**src/rtl/fp_acc_seq_pkg.sv**
```systemverilog
// Shared IEEE-754 constants: class flag, exception and rounding-attribute bit indices.
// Used by the accumulator, the fp_add datapath, the handshake interface and the testbench.
package fp_acc_seq_pkg;

  localparam int NTYPES      = 6;
  localparam int NEXCEPTIONS = 5;
  localparam int NRAS        = 4;

  // Class flags of a result (exactly one set for any encoding)
  localparam int FLAG_SNAN      = 0;
  localparam int FLAG_QNAN      = 1;
  localparam int FLAG_INFINITY  = 2;
  localparam int FLAG_ZERO      = 3;
  localparam int FLAG_SUBNORMAL = 4;
  localparam int FLAG_NORMAL    = 5;

  localparam int EXC_INVALID   = 0;
  localparam int EXC_DIVZERO   = 1;
  localparam int EXC_OVERFLOW  = 2;
  localparam int EXC_UNDERFLOW = 3;
  localparam int EXC_INEXACT   = 4;

  // One-hot rounding attribute positions
  localparam int RA_RNE = 0;
  localparam int RA_RTZ = 1;
  localparam int RA_RUP = 2;
  localparam int RA_RDN = 3;
  localparam int RA_RNA = 4;

  function automatic logic [NRAS:0] ra_sel(input int idx);
    logic [NRAS:0] r;
    r      = '0;
    r[idx] = 1'b1;
    return r;
  endfunction

endpackage

```
**src/rtl/fp_acc_seq_if.sv**
```systemverilog
// Term/result handshake bundle for fp_acc_seq; the producer/consumer side uses
// the master modport, the accumulator the slave modport.
interface fp_acc_seq_if #(
  parameter int NEXP = 5,
  parameter int NSIG = 10,
  parameter int CNTW = 8
);
  import fp_acc_seq_pkg::*;

  logic                   in_valid;
  logic                   in_ready;
  logic [NEXP+NSIG:0]     in_data;
  logic                   in_last;
  logic [NRAS:0]          ra;
  logic                   out_valid;
  logic                   out_ready;
  logic [NEXP+NSIG:0]     out_sum;
  logic [NTYPES-1:0]      out_flags;
  logic [NEXCEPTIONS-1:0] out_exception;
  logic [CNTW-1:0]        out_count;

  modport master (
    output in_valid, in_data, in_last, ra, out_ready,
    input  in_ready, out_valid, out_sum, out_flags, out_exception, out_count
  );

  modport slave (
    input  in_valid, in_data, in_last, ra, out_ready,
    output in_ready, out_valid, out_sum, out_flags, out_exception, out_count
  );

endinterface

```
**src/rtl/fp_add.sv**
```systemverilog
// Combinational IEEE-754 adder with one-hot rounding attribute and exception flags.
// An all-zero or unrecognised attribute rounds to nearest-even.
module fp_add
  import fp_acc_seq_pkg::*;
#(
  parameter int NEXP = 5,
  parameter int NSIG = 10
) (
  input  logic [NEXP+NSIG:0]     a,
  input  logic [NEXP+NSIG:0]     b,
  input  logic [NRAS:0]          ra,
  output logic [NEXP+NSIG:0]     sum,
  output logic [NEXCEPTIONS-1:0] exc
);

  localparam int W  = NSIG + 4;   // hidden + fraction + guard/round/sticky
  localparam int EW = NEXP + 2;
  localparam int MW = NSIG + 2;
  localparam logic [NEXP-1:0] EMAX = '1;
  localparam logic [NEXP-1:0] EBIG = EMAX - 1'b1;

  logic            sa, sb;
  logic [NEXP-1:0] ea, eb;
  logic [NSIG-1:0] fa, fb;
  logic            nan_a, nan_b, snan_a, snan_b, inf_a, inf_b;
  logic            rtz, rup, rdn, rna, rne;

  assign sa = a[NEXP+NSIG];
  assign sb = b[NEXP+NSIG];
  assign ea = a[NEXP+NSIG-1:NSIG];
  assign eb = b[NEXP+NSIG-1:NSIG];
  assign fa = a[NSIG-1:0];
  assign fb = b[NSIG-1:0];

  assign nan_a  = (ea == EMAX) && (fa != '0);
  assign nan_b  = (eb == EMAX) && (fb != '0);
  assign snan_a = nan_a && !fa[NSIG-1];
  assign snan_b = nan_b && !fb[NSIG-1];
  assign inf_a  = (ea == EMAX) && (fa == '0);
  assign inf_b  = (eb == EMAX) && (fb == '0);

  assign rtz = ra[RA_RTZ];
  assign rup = ra[RA_RUP];
  assign rdn = ra[RA_RDN];
  assign rna = ra[RA_RNA];
  assign rne = !(rtz || rup || rdn || rna);

  logic            swap, xs, ys, y_st, g, st, lsb, inexact, up, hidden, ovf, to_inf;
  logic [NEXP-1:0] xe, ye, d;
  logic [NSIG-1:0] xf, yf, frac;
  logic [NSIG:0]   xm, ym;
  logic [W-1:0]    x_al, y_al, y_ext, n;
  logic [W:0]      s;
  logic [EW-1:0]   e;
  logic [MW-1:0]   mant;
  int              lz, sh;

  always_comb begin
    sum = '0;
    exc = '0;

    // Order operands so x has the larger magnitude; subtraction then never goes negative
    swap = a[NEXP+NSIG-1:0] < b[NEXP+NSIG-1:0];
    xs   = swap ? sb : sa;
    ys   = swap ? sa : sb;
    xe   = swap ? eb : ea;
    ye   = swap ? ea : eb;
    xf   = swap ? fb : fa;
    yf   = swap ? fa : fb;
    xm   = {xe != '0, xf};
    ym   = {ye != '0, yf};
    d    = ((xe == '0) ? NEXP'(1) : xe) - ((ye == '0) ? NEXP'(1) : ye);

    y_ext = {ym, 3'b000};
    if (int'(d) >= W) begin
      y_al = '0;
      y_st = |ym;
    end else begin
      y_al = y_ext >> d;
      y_st = |(y_ext & ~({W{1'b1}} << d));
    end
    y_al[0] = y_al[0] | y_st;
    x_al    = {xm, 3'b000};

    s = (xs == ys) ? ({1'b0, x_al} + {1'b0, y_al}) : ({1'b0, x_al} - {1'b0, y_al});
    e = EW'((xe == '0) ? NEXP'(1) : xe);

    lz = W;
    for (int i = 0; i < W; i++) begin
      if (s[i]) lz = W - 1 - i;
    end

    // Left shift stops at the minimum exponent so tiny results land as subnormals
    if (s[W]) begin
      sh = 0;
      n  = {s[W:2], s[1] | s[0]};
      e  = e + EW'(1);
    end else begin
      sh = (lz < int'(e) - 1) ? lz : int'(e) - 1;
      n  = s[W-1:0] << sh;
      e  = e - EW'(sh);
    end

    lsb     = n[3];
    g       = n[2];
    st      = n[1] | n[0];
    inexact = g | st;
    up      = (rne & g & (st | lsb)) | (rup & ~xs & inexact) |
              (rdn & xs & inexact) | (rna & g);

    mant = {1'b0, n[W-1:3]} + MW'(up);
    if (mant[MW-1]) begin
      e      = e + EW'(1);
      frac   = mant[NSIG:1];
      hidden = 1'b1;
    end else begin
      frac   = mant[NSIG-1:0];
      hidden = mant[NSIG];
    end

    ovf    = e >= {2'b00, EMAX};
    to_inf = ~rtz & ~(rup & xs) & ~(rdn & ~xs);

    if (ovf) begin
      sum = to_inf ? {xs, EMAX, {NSIG{1'b0}}} : {xs, EBIG, {NSIG{1'b1}}};
      exc[EXC_OVERFLOW] = 1'b1;
      exc[EXC_INEXACT]  = 1'b1;
    end else begin
      sum = {xs, (hidden ? e[NEXP-1:0] : {NEXP{1'b0}}), frac};
      exc[EXC_INEXACT]   = inexact;
      exc[EXC_UNDERFLOW] = inexact & ~n[W-1];
    end

    // Exact zero: opposite-signed cancellation is -0 only when rounding down
    if (s == '0) begin
      sum = {((xs == ys) ? xs : rdn), {(NEXP+NSIG){1'b0}}};
      exc = '0;
    end

    if (nan_a || nan_b || (inf_a && inf_b && (sa != sb))) begin
      sum = {1'b0, EMAX, 1'b1, {(NSIG-1){1'b0}}};
      exc = '0;
      exc[EXC_INVALID] = snan_a | snan_b | (inf_a & inf_b & (sa != sb));
    end else if (inf_a) begin
      sum = a;
      exc = '0;
    end else if (inf_b) begin
      sum = b;
      exc = '0;
    end
  end

endmodule

```
**src/rtl/fp_acc_seq.sv**
```systemverilog
// Sequence accumulator: sums a last-terminated stream of IEEE-754 terms through fp_add.
// Optional FP_ACC_ABORT_EN adds an abort input that discards the current sequence.
module fp_acc_seq
  import fp_acc_seq_pkg::*;
#(
  parameter int NEXP = 5,
  parameter int NSIG = 10,
  parameter int CNTW = 8
) (
  input logic clk,
  input logic rst,
`ifdef FP_ACC_ABORT_EN
  input logic abort,
`endif
  fp_acc_seq_if.slave bus
);

  localparam int DW = NEXP + NSIG + 1;

  typedef enum logic [1:0] {
    IDLE  = 2'd0,
    ACCUM = 2'd1,
    HOLD  = 2'd2
  } state_t;

  state_t                 state_reg, state_next;
  logic [DW-1:0]          acc_reg, acc_next;
  logic [NTYPES-1:0]      flags_reg, flags_next;
  logic [NEXCEPTIONS-1:0] exc_reg, exc_next;
  logic [CNTW-1:0]        count_reg, count_next;
  logic [NRAS:0]          ra_reg, ra_next;

  logic                   in_ready, xfer;
  logic [DW-1:0]          add_a, add_sum;
  logic [NRAS:0]          add_ra;
  logic [NEXCEPTIONS-1:0] add_exc;

  function automatic logic [NTYPES-1:0] classify(input logic [DW-1:0] v);
    logic [NTYPES-1:0] c;
    logic [NEXP-1:0]   ex;
    logic [NSIG-1:0]   fr;
    c  = '0;
    ex = v[DW-2:NSIG];
    fr = v[NSIG-1:0];
    if (ex == '1) begin
      if (fr == '0)         c[FLAG_INFINITY] = 1'b1;
      else if (fr[NSIG-1])  c[FLAG_QNAN]     = 1'b1;
      else                  c[FLAG_SNAN]     = 1'b1;
    end else if (ex == '0) begin
      if (fr == '0) c[FLAG_ZERO]      = 1'b1;
      else          c[FLAG_SUBNORMAL] = 1'b1;
    end else begin
      c[FLAG_NORMAL] = 1'b1;
    end
    return c;
  endfunction

  // The first term of a sequence sees +0 and the live attribute, later terms the latched one
  assign add_a  = (state_reg == IDLE) ? '0 : acc_reg;
  assign add_ra = (state_reg == IDLE) ? bus.ra : ra_reg;

  fp_add #(
    .NEXP (NEXP),
    .NSIG (NSIG)
  ) u_add (
    .a   (add_a),
    .b   (bus.in_data),
    .ra  (add_ra),
    .sum (add_sum),
    .exc (add_exc)
  );

  assign in_ready          = (state_reg != HOLD);
  assign xfer              = bus.in_valid & in_ready;
  assign bus.in_ready      = in_ready;
  assign bus.out_valid     = (state_reg == HOLD);
  assign bus.out_sum       = acc_reg;
  assign bus.out_flags     = flags_reg;
  assign bus.out_exception = exc_reg;
  assign bus.out_count     = count_reg;

  always_comb begin
    state_next = state_reg;
    acc_next   = acc_reg;
    flags_next = flags_reg;
    exc_next   = exc_reg;
    count_next = count_reg;
    ra_next    = ra_reg;

    case (state_reg)
      IDLE: begin
        if (xfer) begin
          acc_next   = add_sum;
          flags_next = classify(add_sum);
          exc_next   = add_exc;
          count_next = CNTW'(1);
          ra_next    = bus.ra;
          state_next = bus.in_last ? HOLD : ACCUM;
        end
      end
      ACCUM: begin
        if (xfer) begin
          acc_next   = add_sum;
          flags_next = classify(add_sum);
          exc_next   = exc_reg | add_exc;
          count_next = (count_reg == '1) ? count_reg : count_reg + CNTW'(1);
          state_next = bus.in_last ? HOLD : ACCUM;
        end
      end
      HOLD: begin
        if (bus.out_ready) state_next = IDLE;
      end
      default: state_next = IDLE;
    endcase

`ifdef FP_ACC_ABORT_EN
    // Abort overrides any transfer or result handshake in the same cycle
    if (abort && (state_reg != IDLE)) begin
      state_next = IDLE;
      acc_next   = '0;
      flags_next = '0;
      exc_next   = '0;
      count_next = '0;
    end
`endif
  end

  always_ff @(posedge clk or posedge rst) begin
    if (rst) begin
      state_reg <= IDLE;
      acc_reg   <= '0;
      flags_reg <= '0;
      exc_reg   <= '0;
      count_reg <= '0;
      ra_reg    <= '0;
    end else begin
      state_reg <= state_next;
      acc_reg   <= acc_next;
      flags_reg <= flags_next;
      exc_reg   <= exc_next;
      count_reg <= count_next;
      ra_reg    <= ra_next;
    end
  end

endmodule

```
**src/flat_wrapper.sv**
```systemverilog
// flat-port wrapper written by rule: the top's interface ports become plain ports
module fp_acc_seq_flat import fp_acc_seq_pkg::*;
#(
  parameter int NEXP = 5,
  parameter int NSIG = 10,
  parameter int CNTW = 8
)
  (clk, rst, bus_in_valid, bus_in_data, bus_in_last, bus_ra, bus_out_ready, bus_in_ready, bus_out_valid, bus_out_sum, bus_out_flags, bus_out_exception, bus_out_count);
  fp_acc_seq_if #(.NEXP(NEXP), .NSIG(NSIG), .CNTW(CNTW)) bus_i ();
  input logic clk;
  input logic rst;
  input wire logic [$bits(bus_i.in_valid)-1:0] bus_in_valid;
  input wire logic [$bits(bus_i.in_data)-1:0] bus_in_data;
  input wire logic [$bits(bus_i.in_last)-1:0] bus_in_last;
  input wire logic [$bits(bus_i.ra)-1:0] bus_ra;
  input wire logic [$bits(bus_i.out_ready)-1:0] bus_out_ready;
  output wire logic [$bits(bus_i.in_ready)-1:0] bus_in_ready;
  output wire logic [$bits(bus_i.out_valid)-1:0] bus_out_valid;
  output wire logic [$bits(bus_i.out_sum)-1:0] bus_out_sum;
  output wire logic [$bits(bus_i.out_flags)-1:0] bus_out_flags;
  output wire logic [$bits(bus_i.out_exception)-1:0] bus_out_exception;
  output wire logic [$bits(bus_i.out_count)-1:0] bus_out_count;
  assign bus_i.in_valid = bus_in_valid;
  assign bus_i.in_data = bus_in_data;
  assign bus_i.in_last = bus_in_last;
  assign bus_i.ra = bus_ra;
  assign bus_i.out_ready = bus_out_ready;
  assign bus_in_ready = bus_i.in_ready;
  assign bus_out_valid = bus_i.out_valid;
  assign bus_out_sum = bus_i.out_sum;
  assign bus_out_flags = bus_i.out_flags;
  assign bus_out_exception = bus_i.out_exception;
  assign bus_out_count = bus_i.out_count;
  fp_acc_seq #(.NEXP(NEXP), .NSIG(NSIG), .CNTW(CNTW)) u_core (.clk(clk), .rst(rst), .bus(bus_i));
endmodule
```
**config.mk**
```make
export PLATFORM = sky130hd
export DESIGN_NAME = fp_acc_seq_flat
export DESIGN_NICKNAME = d
export VERILOG_FILES = /design/src/rtl/fp_acc_seq_pkg.sv /design/src/rtl/fp_acc_seq_if.sv /design/src/rtl/fp_add.sv /design/src/rtl/fp_acc_seq.sv /design/src/flat_wrapper.sv
export SDC_FILE = /design/constraint.sdc
export NUM_CORES = 1
export LEC_CHECK = 0
export CAP_MARGIN = 25
export CORE_ASPECT_RATIO = 0.75
export CORE_MARGIN = 2
export CORE_UTILIZATION = 40
export DETAILED_ROUTE_END_ITERATION = 16
export SKIP_LAST_GASP = 1
export SYNTH_ARGS = -nofsm -noshare
export SYNTH_HDL_FRONTEND = slang
export SYNTH_SLANG_ARGS = --single-unit
```
**constraint.sdc**
```tcl
create_clock -name clk -period 13.5 [get_ports clk]
set_input_delay 2.7 -clock clk [delete_from_list [all_inputs] [get_ports clk]]
set_output_delay 2.7 -clock clk [all_outputs]
set_load 0.005 [all_outputs]
```
==> out/summary.log <==
[outcome] outcome complete, but fails checks
[outcome] violations in the final reports negative setup slack
[timing] Slew Limit Headroom 0.5232
[synthesis] dominant synthesized flop cell dfrtp_1
[timing] Final Critical Period 13.65 ns
[floorplan] number of rows in the core area 45
[placement] Routability Congestion 0.9387
[cts] clock tree buffer depth 2
[cts] TritonCTS buffer count 5
[cts] clock tree from TritonCTS done
[global_route] global router's overall resource usage 0.3072
[placement] PortBufs 60
[synthesis] largest area contributor in the netlist dfrtp_1
[setup_path] delay of the slowest cell on the worst path 0.68 ns
[layout] end-of-flow core utilization 0.6505
[layout] share of layout cells above drive strength 1 0.4224
[timing] Finish-stage setup viols 12
[timing] clock skew 0.006447 ns
[layout] number of inserted filler cells in the final layout 1716
[setup_path] most frequent CP cell buf_4
[setup_path] Max FO, Critical Path 6
[cts] clk sinks 40
[synthesis] count of flip-flops with a built-in enable after synthesis 0
[cts] total number of H-tree levels 2
[synthesis] sequential share of the synthesized area 0.1230
[synthesis] share of Yosys cell area claimed by the top area cell type 0.1230
[drt] number of vias after detailed routing 10640
[timing] fmax 73.24 MHz
[global_route] largest net degree at the start of global routing 41
[drt] remaining number of nets flagged by the antenna check after routing 0
[synthesis] count of distinct cell types in the synthesized netlist 118
[cts] cell at the root of the clock tree clkbuf_16
[floorplan] Initial Utilization 0.4050
[layout] max reg flops 16
[global_route] number of antenna violations at the first check in global routing 0
[drt] total detailed-routing wirelength 34210 um
[worst_hold_path] startpoint of the tightest hold check path u_core.ra_reg[4]
[placement] placed wire-length estimate after detailed placement 26430 um
[synthesis] flip-flop and latch count after synthesis 40
[cts] post-CTS clock slew at the launch and capture registers of the worst setup and hold paths 0.06 ns
[synthesis] Syn Nets 1175
[placement] worst slack, placed -1.297 ns
[floorplan] die area 21520 um^2
[synthesis] synthesized instance count 1099
[setup_path] FF-to-FF setup slack 1.04 ns
[worst_hold_path] Worst Hold Class flip-flop to flip-flop
[setup_path] destination of the critical timing path u_core.bus.out_flags[3]
[drt] DRT iter0 DRCs 1192
[synthesis] mean post-synth cell area 7.407 um^2
[layout] diode count 0
[layout] multi-input logic area 7596 um^2
[synthesis] Synth warnings 0
[timing] setup repair after global routing missed its margin true
[setup_path] Critical Path Source Type input port
[floorplan] core region area 20100 um^2
[setup_path] kind of end point of the critical path flip-flop
[layout] number of nets in the layout 1602
[drt] # DRC 0
[setup_path] reg-to-reg critical path startpoint u_core.state_reg[1]
[layout] count of placed standard cells in the final layout, fillers left out 1785
[timing] Slew Viols, Final 0
[setup_path] Crit Reg-Reg Endpoint u_core.bus.out_flags[3]
[global_route] total grt overflow 0
[drt] number of detailed-route iterations in the first pass 6
[synthesis] cell types occupying the most area after synthesis dfrtp_1 12%, ha_1 7.2%, nand2_1 6.7%, mux2i_1 4.8%, nor2_1 4.1%
[placement] cell count after placement 1714
[floorplan] y dimension of the die 127.5 um
[layout] Sequential cell area 1001 um^2
[floorplan] number of I/O pins 63
[job] max_cap viols 0
[cts] clock latency of the later-clocked register in the worst-skew pair 0.29 ns
[setup_path] category of the critical setup timing path input port to flip-flop
[setup_path] slowest library cell on the worst path fa_2
[layout] layout-stage area growth over the synthesis result 60.64%
[global_route] number of global-route vias before repair 9978
[drt] WL/cell 19.17 um
[timing] transition time of the tightest slew-check pin 0.7077 ns
[global_route] first-pass GRT wire length 52930 um
[timing] Tcrit/Tclk final 1.011
[synthesis] Post-Syn Area 8140 um^2
[floorplan] die outline width 168.7 um
[setup_path] worst reg2reg path depth 62
[synthesis] share of flip-flops with an asynchronous set or reset after synthesis 1.000
[timing] Final Hold Fails 0
[setup_path] required time of the critical path 13.68 ns
[setup_path] WP data arrival 13.83 ns
[setup_path] start point of the critical path bus_in_data[11]
[drt] mean number of vias per cell 5.958
[timing] Final WS setup -0.1547 ns
==> synth_stat cells, types with 23 or more instances <==
cell type and count:
nand2_1 145, nor2_1 88, a21oi_1 57, inv_1 56, o21ai_0 49, ha_1 47
dfrtp_1 40, mux2i_1 39, nand3_1 37, clkbuf_1 33, and2_1 31, xnor2_1 23
==> critical path, delay by kind of cell <==
family,cells,cell delay [ns]
xor gates and xnor gates,1,0.21
buffers and inverters,10,1.27
and+or+nand+nor,19,3.17
adders and majority gates,6,1.72
AOI/OAI and AO/OA,22,4.19
muxes,2,0.52
==> placed cells by master, fill, tap and decap left out, types with 7 or more instances in the layout <==
cell type,instances
nand2_2,7
dlygate4sd2_1,7
mux2i_1,31
a211oi_1,11
o21ai_2,12
a211oi_2,9
nand3_1,35
buf_6,16
o21ai_1,19
a21oi_1,41
o31ai_2,7
nor3_1,13
nand4_1,20
nor4_1,7
inv_1,45
and3_1,15
a21oi_2,13
o211ai_1,18
inv_2,9
nand2_1,138
and2_4,8
dfrtp_1,40
nand2b_1,12
o21a_1,7
o2111ai_1,8
nor2_1,82
a221o_1,14
a21o_1,15
or3_1,8
ha_4,12
o21ai_0,37
xnor2_1,22
ha_1,33
and2_1,24
xor2_1,9
clkdlybuf4s50_1,45
buf_4,398
a211o_1,7
nor2b_1,11
a31oi_1,12
==> cell type report <==
type / instances / area share
clock buffer: 6 / 0.01062
clock inverter: 2 / 0.002966
inverter: 59 / 0.01770
multi-input combinational: 946 / 0.5809
sequential: 40 / 0.07655
tap: 258 / 0.02469
timing repair buffer: 474 / 0.2866
==> per-stage QoR <==
stage / hold WS [ns] / setup TNS (ns) / instance area (um^2)
after floorplan: 0.4374 / 0 / 8511
after global placement: 0.4561 / -21.48 / 11720
after detailed placement: 0.4576 / -24.66 / 11720
after CTS: 0.4709 / 0 / 12580
after global routing: 0.4984 / -12.86 / 13080
final: 0.4693 / -0.7592 / 13080
==> metal layers <==
metal / routed length, um / vias to the layer above / GRT usage
met3: 2899 / 56 / 0.04895
li1: - / 5004 / -
met1: 15670 / 5110 / 0.4515
met5: 0 / - / 0
met2: 14790 / 465 / 0.4675
met4: 851 / 0 / 0.07657
==> worst min-delay path by stage <==
stage	cells after the start	to
final	2	u_core.ra_reg[4]
after global routing	2	u_core.ra_reg[2]
after CTS	2	u_core.ra_reg[4]
after detailed placement	2	u_core.ra_reg[4]
after global placement	2	u_core.ra_reg[4]
after floorplan	2	u_core.ra_reg[4]
==> what timing repair did <==
| item | in CTS | in global routing |
|---|---|---|
| buffers inserted | 43 | 24 |
| pin swaps | 66 | 53 |
| endpoints found under the setup margin | 22 | 22 |
| resized for setup | 109 | 77 |
| hold buffers | 0 | 0 |
==> logic make-up (layout without fill, tap and decap cells) <==
group                    count (synthesis)  in the layout  synth area share
AO/OA/AOI/OAI                          354            354            0.3415
XOR/XNOR                                35             35           0.03950
adder cells (fa/ha/maj)                 51             51           0.08100
buffers and inverters                  113            541           0.06117
flip-flops                              40             40            0.1230
multiplexers                            49             49           0.06317
other                                    1              1         0.0004607
AND/OR/NAND/NOR                        456            456            0.2902
Power is not shown: default switching activity piles up to over one toggle a cycle in this logic, so the estimate is an artifact.
